**src/rtl/serial_subtractor3_pkg.sv**
```systemverilog
// Shared definitions for the bit-serial two's-complement subtractor.
package serial_subtractor3_pkg;

  // Default operand/result width in bits.
  localparam int unsigned DefaultWidth = 3;

  // Control FSM encoding.
  typedef enum logic [1:0] {
    StIdle  = 2'd0,
    StShift = 2'd1,
    StFin   = 2'd2
  } state_e;

endpackage

```
**src/rtl/serial_subtractor3_if.sv**
```systemverilog
// Operand/result bundle between a requester (master) and the subtractor (slave).
interface serial_subtractor3_if
  import serial_subtractor3_pkg::*;
#(
  parameter int unsigned WIDTH = DefaultWidth
);

  logic             START;
  logic [WIDTH-1:0] A;
  logic [WIDTH-1:0] B;
  logic [WIDTH-1:0] DIFF;
  logic             OVF;
  logic             BUSY;
  logic             DONE;

  modport master (
    output START, A, B,
    input  DIFF, OVF, BUSY, DONE
  );

  modport slave (
    input  START, A, B,
    output DIFF, OVF, BUSY, DONE
  );

endinterface

```
**src/rtl/serial_subtractor3_full_subtractor.sv**
```systemverilog
// One-bit full subtractor: D = A - B - Bin, Bout is the borrow out.
module full_subtractor (
  input  logic A,
  input  logic B,
  input  logic Bin,
  output logic D,
  output logic Bout
);

  // Difference and borrow for a single bit position.
  always_comb begin
    D    = A ^ B ^ Bin;
    Bout = (~A & B) | (~(A ^ B) & Bin);
  end

endmodule

```
**src/rtl/serial_subtractor3.sv**
```systemverilog
// Bit-serial signed subtractor: computes A-B one bit per cycle, LSB first,
// and presents a registered result with a signed-overflow flag.
module serial_subtractor3
  import serial_subtractor3_pkg::*;
#(
  parameter int unsigned WIDTH = DefaultWidth
) (
  input  logic                 CLK,
  input  logic                 RST,
  serial_subtractor3_if.slave  bus
);

  localparam int unsigned CntW = $clog2(WIDTH + 1);

  state_e            state_q, state_d;
  logic [WIDTH-1:0]  a_q, a_d;
  logic [WIDTH-1:0]  b_q, b_d;
  logic [WIDTH-1:0]  res_q, res_d;
  logic [WIDTH-1:0]  diff_q, diff_d;
  logic [CntW-1:0]   cnt_q, cnt_d;
  logic              borrow_q, borrow_d;
  logic              ovf_q, ovf_d;
  logic              busy_q, busy_d;
  logic              done_q, done_d;
  // Low for the first edge after reset release so a START seen there is ignored.
  logic              armed_q, armed_d;

  logic              bit_d;
  logic              bit_bout;
  logic              start_ok;

  full_subtractor u_full_subtractor (
    .A    (a_q[0]),
    .B    (b_q[0]),
    .Bin  (borrow_q),
    .D    (bit_d),
    .Bout (bit_bout)
  );

  // Next-state and registered-output computation for the control FSM.
  always_comb begin
    state_d  = state_q;
    a_d      = a_q;
    b_d      = b_q;
    res_d    = res_q;
    diff_d   = diff_q;
    cnt_d    = cnt_q;
    borrow_d = borrow_q;
    ovf_d    = ovf_q;
    busy_d   = busy_q;
    done_d   = 1'b0;
    armed_d  = 1'b1;
    start_ok = bus.START && armed_q;

    case (state_q)
      StIdle, StFin: begin
        if (start_ok) begin
          a_d      = bus.A;
          b_d      = bus.B;
          borrow_d = 1'b0;
          cnt_d    = '0;
          state_d  = StShift;
          busy_d   = 1'b1;
        end else begin
          state_d  = StIdle;
          busy_d   = 1'b0;
        end
      end

      StShift: begin
        a_d      = a_q >> 1;
        b_d      = b_q >> 1;
        borrow_d = bit_bout;
        res_d    = {bit_d, res_q[WIDTH-1:1]};
        cnt_d    = cnt_q + CntW'(1);
        if (cnt_q == CntW'(WIDTH - 1)) begin
          // Last bit: a_q[0]/b_q[0] are now the operand sign bits.
          state_d  = StFin;
          busy_d   = 1'b0;
          done_d   = 1'b1;
          diff_d   = res_d;
          ovf_d    = (a_q[0] != b_q[0]) && (bit_d != a_q[0]);
          borrow_d = 1'b0;
        end
      end

      default: begin
        state_d = StIdle;
        busy_d  = 1'b0;
      end
    endcase
  end

  // State register with asynchronous reset.
  always_ff @(posedge CLK or posedge RST) begin
    if (RST) begin
      state_q  <= StIdle;
      a_q      <= '0;
      b_q      <= '0;
      res_q    <= '0;
      diff_q   <= '0;
      cnt_q    <= '0;
      borrow_q <= 1'b0;
      ovf_q    <= 1'b0;
      busy_q   <= 1'b0;
      done_q   <= 1'b0;
      armed_q  <= 1'b0;
    end else begin
      state_q  <= state_d;
      a_q      <= a_d;
      b_q      <= b_d;
      res_q    <= res_d;
      diff_q   <= diff_d;
      cnt_q    <= cnt_d;
      borrow_q <= borrow_d;
      ovf_q    <= ovf_d;
      busy_q   <= busy_d;
      done_q   <= done_d;
      armed_q  <= armed_d;
    end
  end

  assign bus.DIFF = diff_q;
  assign bus.OVF  = ovf_q;
  assign bus.BUSY = busy_q;
  assign bus.DONE = done_q;

endmodule
```
**src/flat_wrapper.sv**
```systemverilog
// flat-port wrapper written by rule: the top's interface ports become plain ports
module serial_subtractor3_flat import serial_subtractor3_pkg::*;
#(
  parameter int unsigned WIDTH = DefaultWidth
)
  (CLK, RST, bus_START, bus_A, bus_B, bus_DIFF, bus_OVF, bus_BUSY, bus_DONE);
  serial_subtractor3_if #(.WIDTH(WIDTH)) bus_i ();
  input  logic CLK;
  input  logic RST;
  input wire logic [$bits(bus_i.START)-1:0] bus_START;
  input wire logic [$bits(bus_i.A)-1:0] bus_A;
  input wire logic [$bits(bus_i.B)-1:0] bus_B;
  output wire logic [$bits(bus_i.DIFF)-1:0] bus_DIFF;
  output wire logic [$bits(bus_i.OVF)-1:0] bus_OVF;
  output wire logic [$bits(bus_i.BUSY)-1:0] bus_BUSY;
  output wire logic [$bits(bus_i.DONE)-1:0] bus_DONE;
  assign bus_i.START = bus_START;
  assign bus_i.A = bus_A;
  assign bus_i.B = bus_B;
  assign bus_DIFF = bus_i.DIFF;
  assign bus_OVF = bus_i.OVF;
  assign bus_BUSY = bus_i.BUSY;
  assign bus_DONE = bus_i.DONE;
  serial_subtractor3 #(.WIDTH(WIDTH)) u_core (.CLK(CLK), .RST(RST), .bus(bus_i));
endmodule
```
**config.mk**
```make
export PLATFORM = sky130hd
export DESIGN_NAME = serial_subtractor3_flat
export DESIGN_NICKNAME = d
export VERILOG_FILES = /design/src/rtl/serial_subtractor3_pkg.sv /design/src/rtl/serial_subtractor3_if.sv /design/src/rtl/serial_subtractor3_full_subtractor.sv /design/src/rtl/serial_subtractor3.sv /design/src/flat_wrapper.sv
export SDC_FILE = /design/constraint.sdc
export NUM_CORES = 1
export LEC_CHECK = 0
export CORE_UTILIZATION = 50
export DETAILED_ROUTE_END_ITERATION = 16
export GPL_TIMING_DRIVEN = 0
export PLACE_DENSITY = 0.73
export SYNTH_ARGS = -nofsm -noshare
export SYNTH_HDL_FRONTEND = slang
export SYNTH_HIERARCHICAL = 1
export SYNTH_SLANG_ARGS = --single-unit
```
**constraint.sdc**
```tcl
create_clock -name CLK -period 2.2 [get_ports CLK]
set_clock_uncertainty 0.2 [all_clocks]
set_input_delay 0.33 -clock CLK [delete_from_list [all_inputs] [get_ports CLK]]
set_output_delay 0.33 -clock CLK [all_outputs]
set_load 0.05 [all_outputs]
```
Yosys cells after proc, flatten, opt, wreduce, memory -nomap -nowiden --
Index checks and enable logic that the tools add are counted.
Storage, ports and cells: bits of input ports 9, register bits 21, logic and storage cells 50, output and inout bits 6
Cells by class: add/subtract/negate cells 1, reduce and logical (&&, ||, !) cells 7, multiplexer cells 17, eq/ne operators 7, bitwise gates (word level) 7
Operator list (count):
- $pmux W3 S2 | 2
- $pmux W2 S2 | 2
- $mux W1 | 7
- $mux W3 | 2
- $eq A2 B2 Y1 const B | 2
- $mux W2 | 2
- $ne A2 B1 Y1 const B | 2
- $pmux W1 S2 | 2
- $reduce_and A2 Y1 | 2
- $add A2 B1 Y2 const B | 1
- $and A1 B1 Y1 | 2
- $eq A2 B1 Y1 const B | 1
- $logic_and A1 B1 Y1 | 2
- $logic_not A2 Y1 | 1
- $ne A1 B1 Y1 | 2
- $not A1 Y1 | 2
- $reduce_bool A2 Y1 | 1
- $reduce_or A2 Y1 | 1
- $xor A1 B1 Y1 | 2
- $or A1 B1 Y1 | 1

Depth between registers and ports, before layout --
word-level depth 6, depth in mapped cells 6, depth with buffers taken out 6

Modules after synthesis --
The synthesis kept the hierarchy.
Modules (own cells, without submodules):
- serial_subtractor3 | instances 1, area an instance 889.6 µm², cells an instance 73
- full_subtractor | instances 1, area an instance 31.3 µm², cells an instance 4

Worst setup path before layout --
OpenSTA, ideal clock, no wires.
kind register to register, start register u_core.state_q[1], end register u_core.diff_q[0], in the netlist u_core/bus.DIFF[0], path buffers 2, setup slack 0.519 ns, setup time 0.125 ns, clock period less this slack 1.681 ns, stages on the path, launching flop included 7, data required time 1.875 ns, data arrival time 1.356 ns, cell sequence dfrtp_1 -> buf_6 -> nand2b_4 -> buf_6 -> or2_4 -> inv_4 -> mux2_2
Between the ends: word-level cells in the longest chain between the ends 2
RTL lines:
- start: declaration | line serial_subtractor3.sv:15 | state_e state_q, state_d;
- start signal: assignment | line serial_subtractor3.sv:97 | state_q <= StIdle;
- start signal: assignment | line serial_subtractor3.sv:109 | state_q <= state_d;
- $eq A2 B1 Y1 | line serial_subtractor3.sv:55 | case (state_q)
- $reduce_and A2 Y1 (no line)
- end signal: assignment | line serial_subtractor3.sv:113 | diff_q <= diff_d;
- end: declaration | line serial_subtractor3.sv:19 | logic [WIDTH-1:0] diff_q, diff_d;
Every way passes these cells. A chain may end at the register's enable or synchronous reset.

Worst setup path in the final report --
start register u_core.diff_q[1], in the netlist u_core/bus.DIFF[1], end output port bus_DIFF[1]
RTL lines:
- end: declaration | line flat_wrapper.sv:13 | output wire logic [$bits(bus_i.DIFF)-1:0] bus_DIFF;
No word-level cell between the ends.

==> qor.csv <==
metric,value,unit
netSwitchingFraction,40.3,%
r2r_slack,0.44,ns
flow.area_growth_from_synthesis,21.1,%
timing.rr.end,u_core/bus.DIFF[0]$_DFFE_PP0P_,
worstReg2RegStart,u_core/state_q[1]$_DFFE_PP0P_,
place_congestion,0.743,
filler_cell_count,162,
max_freq,503,MHz
worst_pin_slew,0.744,ns
antenna_found_initial,0,
grt_usage,17.4,%
dpl-instance-area,1090,um^2
cts_inserted_buffers,3,
design.portCount,15,
htree_num_levels,1,
synth_seq_area_share,54.3,%
report.final.slew_viol_count,0,
final_hold_viol_count,0,
synth_warnings,6,
synth.most_common_cell,dfrtp_1,
post-synth-top-area-fraction,54.3,%
worst-path-max-fanout,2,
place_ws,0.340,ns
period_share,90.4,%
cts_sinks,20,
drt_iter0_drc,15,
ant_nets,0,
overflow,0,
hpwl,1080,um
path_class,flop to primary output,
comb_power_share,50.0,%
initial_util,53.3,%
irDropWorstVdd,0.643,mV
grt_first_pass_wirelength,2440,um
cell_count_of_the_worst_reg_to_reg_path,6,
synth_fp_nets,88,
core.rowCount,15,
syn-instance-count,77,
number_of_nets_in_the_final_layout,107,
die_width,44.9,um
synth_ff_type,dfrtp_1,
clockPowerShare,10.0,%
setup_violations,0,
antenna_cells,0,
number_of_global_route_vias_before_repair,573,
syn-mean-instance-area,12.0,um^2
timing.critical_path.depth,1,
synth_top_cell_by_area,dfrtp_1,
p_seq_share,40.0,%
clock_network_latency_to_the_later_pin_of_the_worst_skew_pair,0.29,ns
design_area,1110,um^2
post_synth_num_cell_types,27,
status,"finished, final reports clean",
worst-endpoint-required,1.67,ns
drc,0,
clock_tree.buffer_depth,2,
p_int,0.000963,W
max-slew-margin-rel,50.3,%
critical-path-slowest-cell,clkdlybuf4s50_1,
layout-drive-gt1-share,14.9,%
syn-cell-area,921,um^2
async_reset_ff_share,100,%
instances_no_fill,119,
hold_class,input pin to async pin,
postCtsSetupRepairBufs,0,
finalCoreUtilization,64.6,%
clockRootBuffer,clkbuf_4,
final.min_clock_period,1.99,ns
cts_hold_repair.buffers,0,
clk_transition_reported_paths,0.10,ns
vias,603,
die_area,2020,um^2
seq_area,500,um^2
die_y,44.9,um
switching_power,0.000652,W
ys_seq_elements,20,
tns,0,ns
core_area,1730,um^2
worst_ep_arrival_time,1.46,ns
crit_chain,clkdlybuf4s50_1,
multiInputGateArea,362,um^2
critical_path.startpoint_type,flop,
critPathCaptureType,primary output,
dp_cells,116,
cts-resized-gates,0,
synthTopCellsByCount,"dfrtp_1, inv_1, mux2_2, mux2i_1",
power-per-cell-area,1450,nW/um^2
synth.top_cells.by_area,"dfrtp_1, mux2_2, mux2i_1",
cp_top_family,buffers and inverters,
crit_start,u_core/bus.DIFF[1]$_DFFE_PP0P_,
grt_setup_unrepaired,no,
critical_path.n_buffers_inverters,1,
synth_enable_flop_cells,0,
detail_route.wirelength,1460,um
power.static_leakage,0.519,nW
grt_start_max_net_pins,21,
tritoncts,built,
crit_path_end,bus_DIFF[1],
final_critical_path_setup_slack,0.211,ns
crit_path_max_incr_delay,0.80,ns
buffer_ports.inserted,14,
firstDrtPassIters,4,
cap_viol_max_count,0,
dr_vias_cell,5.07,
avgRoutedWirePerCell,12.2,um
[placed cells by master (no fill, tap or decap), drive strengths merged, types with 4 or more instances in the layout]
master / instances
mux2i: 5
dfrtp: 20
nand2: 4
clkdlybuf4s50: 14
clkbuf: 4
a21oi: 4
inv: 8
and3: 4
a211oi: 4
mux2: 6
[state kept, by name (all words and copies together) (netlist names)]
| signal | count |
|---|---|
| u_core/a_q | 3 |
| u_core/b_q | 3 |
| u_core/bus.DIFF | 3 |
| u_core/cnt_q | 2 |
| u_core/res_q | 2 |
| u_core/state_q | 2 |
| u_core/armed_q | 1 |
| u_core/borrow_q | 1 |
| u_core/bus.BUSY | 1 |
| u_core/bus.DONE | 1 |
| u_core/bus.OVF | 1 |
[cells by family after synthesis]
logic type / count (synthesis) / share of synthesized area [%]
AOI/OAI and AO/OA: 17 / 12.4
xor gates and xnor gates: 1 / 0.951
adders and majority gates: 2 / 3.53
other: 1 / 0.407
muxes: 11 / 13.2
and+or+nand+nor: 14 / 8.83
DFF: 20 / 54.3
buffers and inverters: 11 / 6.39
[layer usage]
metal | up-vias | wire length, um | track usage (%)
li1 | 302 | - | -
met1 | 291 | 732 | 20.7
met2 | 8 | 668 | 28.8
met3 | 2 | 40 | 4.80
met4 | 0 | 14 | 9.09
met5 | - | 0 | 0
[final cells by class]
type | count | share of cell area (%)
Multi-Input combinational cell | 46 | 32.4
Tap cell | 25 | 2.81
Buffer | 3 | 2.36
Clock buffer | 3 | 2.02
Sequential cell | 20 | 44.9
Timing Repair Buffer | 14 | 12.6
Inverter | 8 | 2.92
[power groups by stage]
stage	combinational, W	clock, W	sequential (W)
final	0.000807	0.000161	0.000647
after detailed placement	0.000808	0	0.000657
after global routing	0.000892	0.000183	0.000665
after floorplan	0.000461	0	0.000789
after CTS	0.000810	0.000170	0.000649
after global placement	0.000790	0	0.000649
[how the worst min path moves through the flow]
stage,start,endpoint
after floorplan,RST,u_core/a_q[0]$_DFFE_PP0P_
after global placement,u_core/bus.BUSY$_DFFE_PP0P_,u_core/bus.BUSY$_DFFE_PP0P_
after detailed placement,u_core/bus.BUSY$_DFFE_PP0P_,u_core/bus.BUSY$_DFFE_PP0P_
after CTS,RST,u_core/bus.OVF$_DFFE_PP0P_
after global routing,u_core/bus.BUSY$_DFFE_PP0P_,u_core/bus.BUSY$_DFFE_PP0P_
final,RST,u_core/bus.OVF$_DFFE_PP0P_
[stage by stage]
stage	total power, W	hold WS [ns]
finish	0.00161	0.262
global route	0.00174	0.313
CTS	0.00163	0.270
detailed placement	0.00147	0.273
global placement	0.00144	0.262
floorplan	0.00125	0.0938
(Power assumes the default switching activity.)
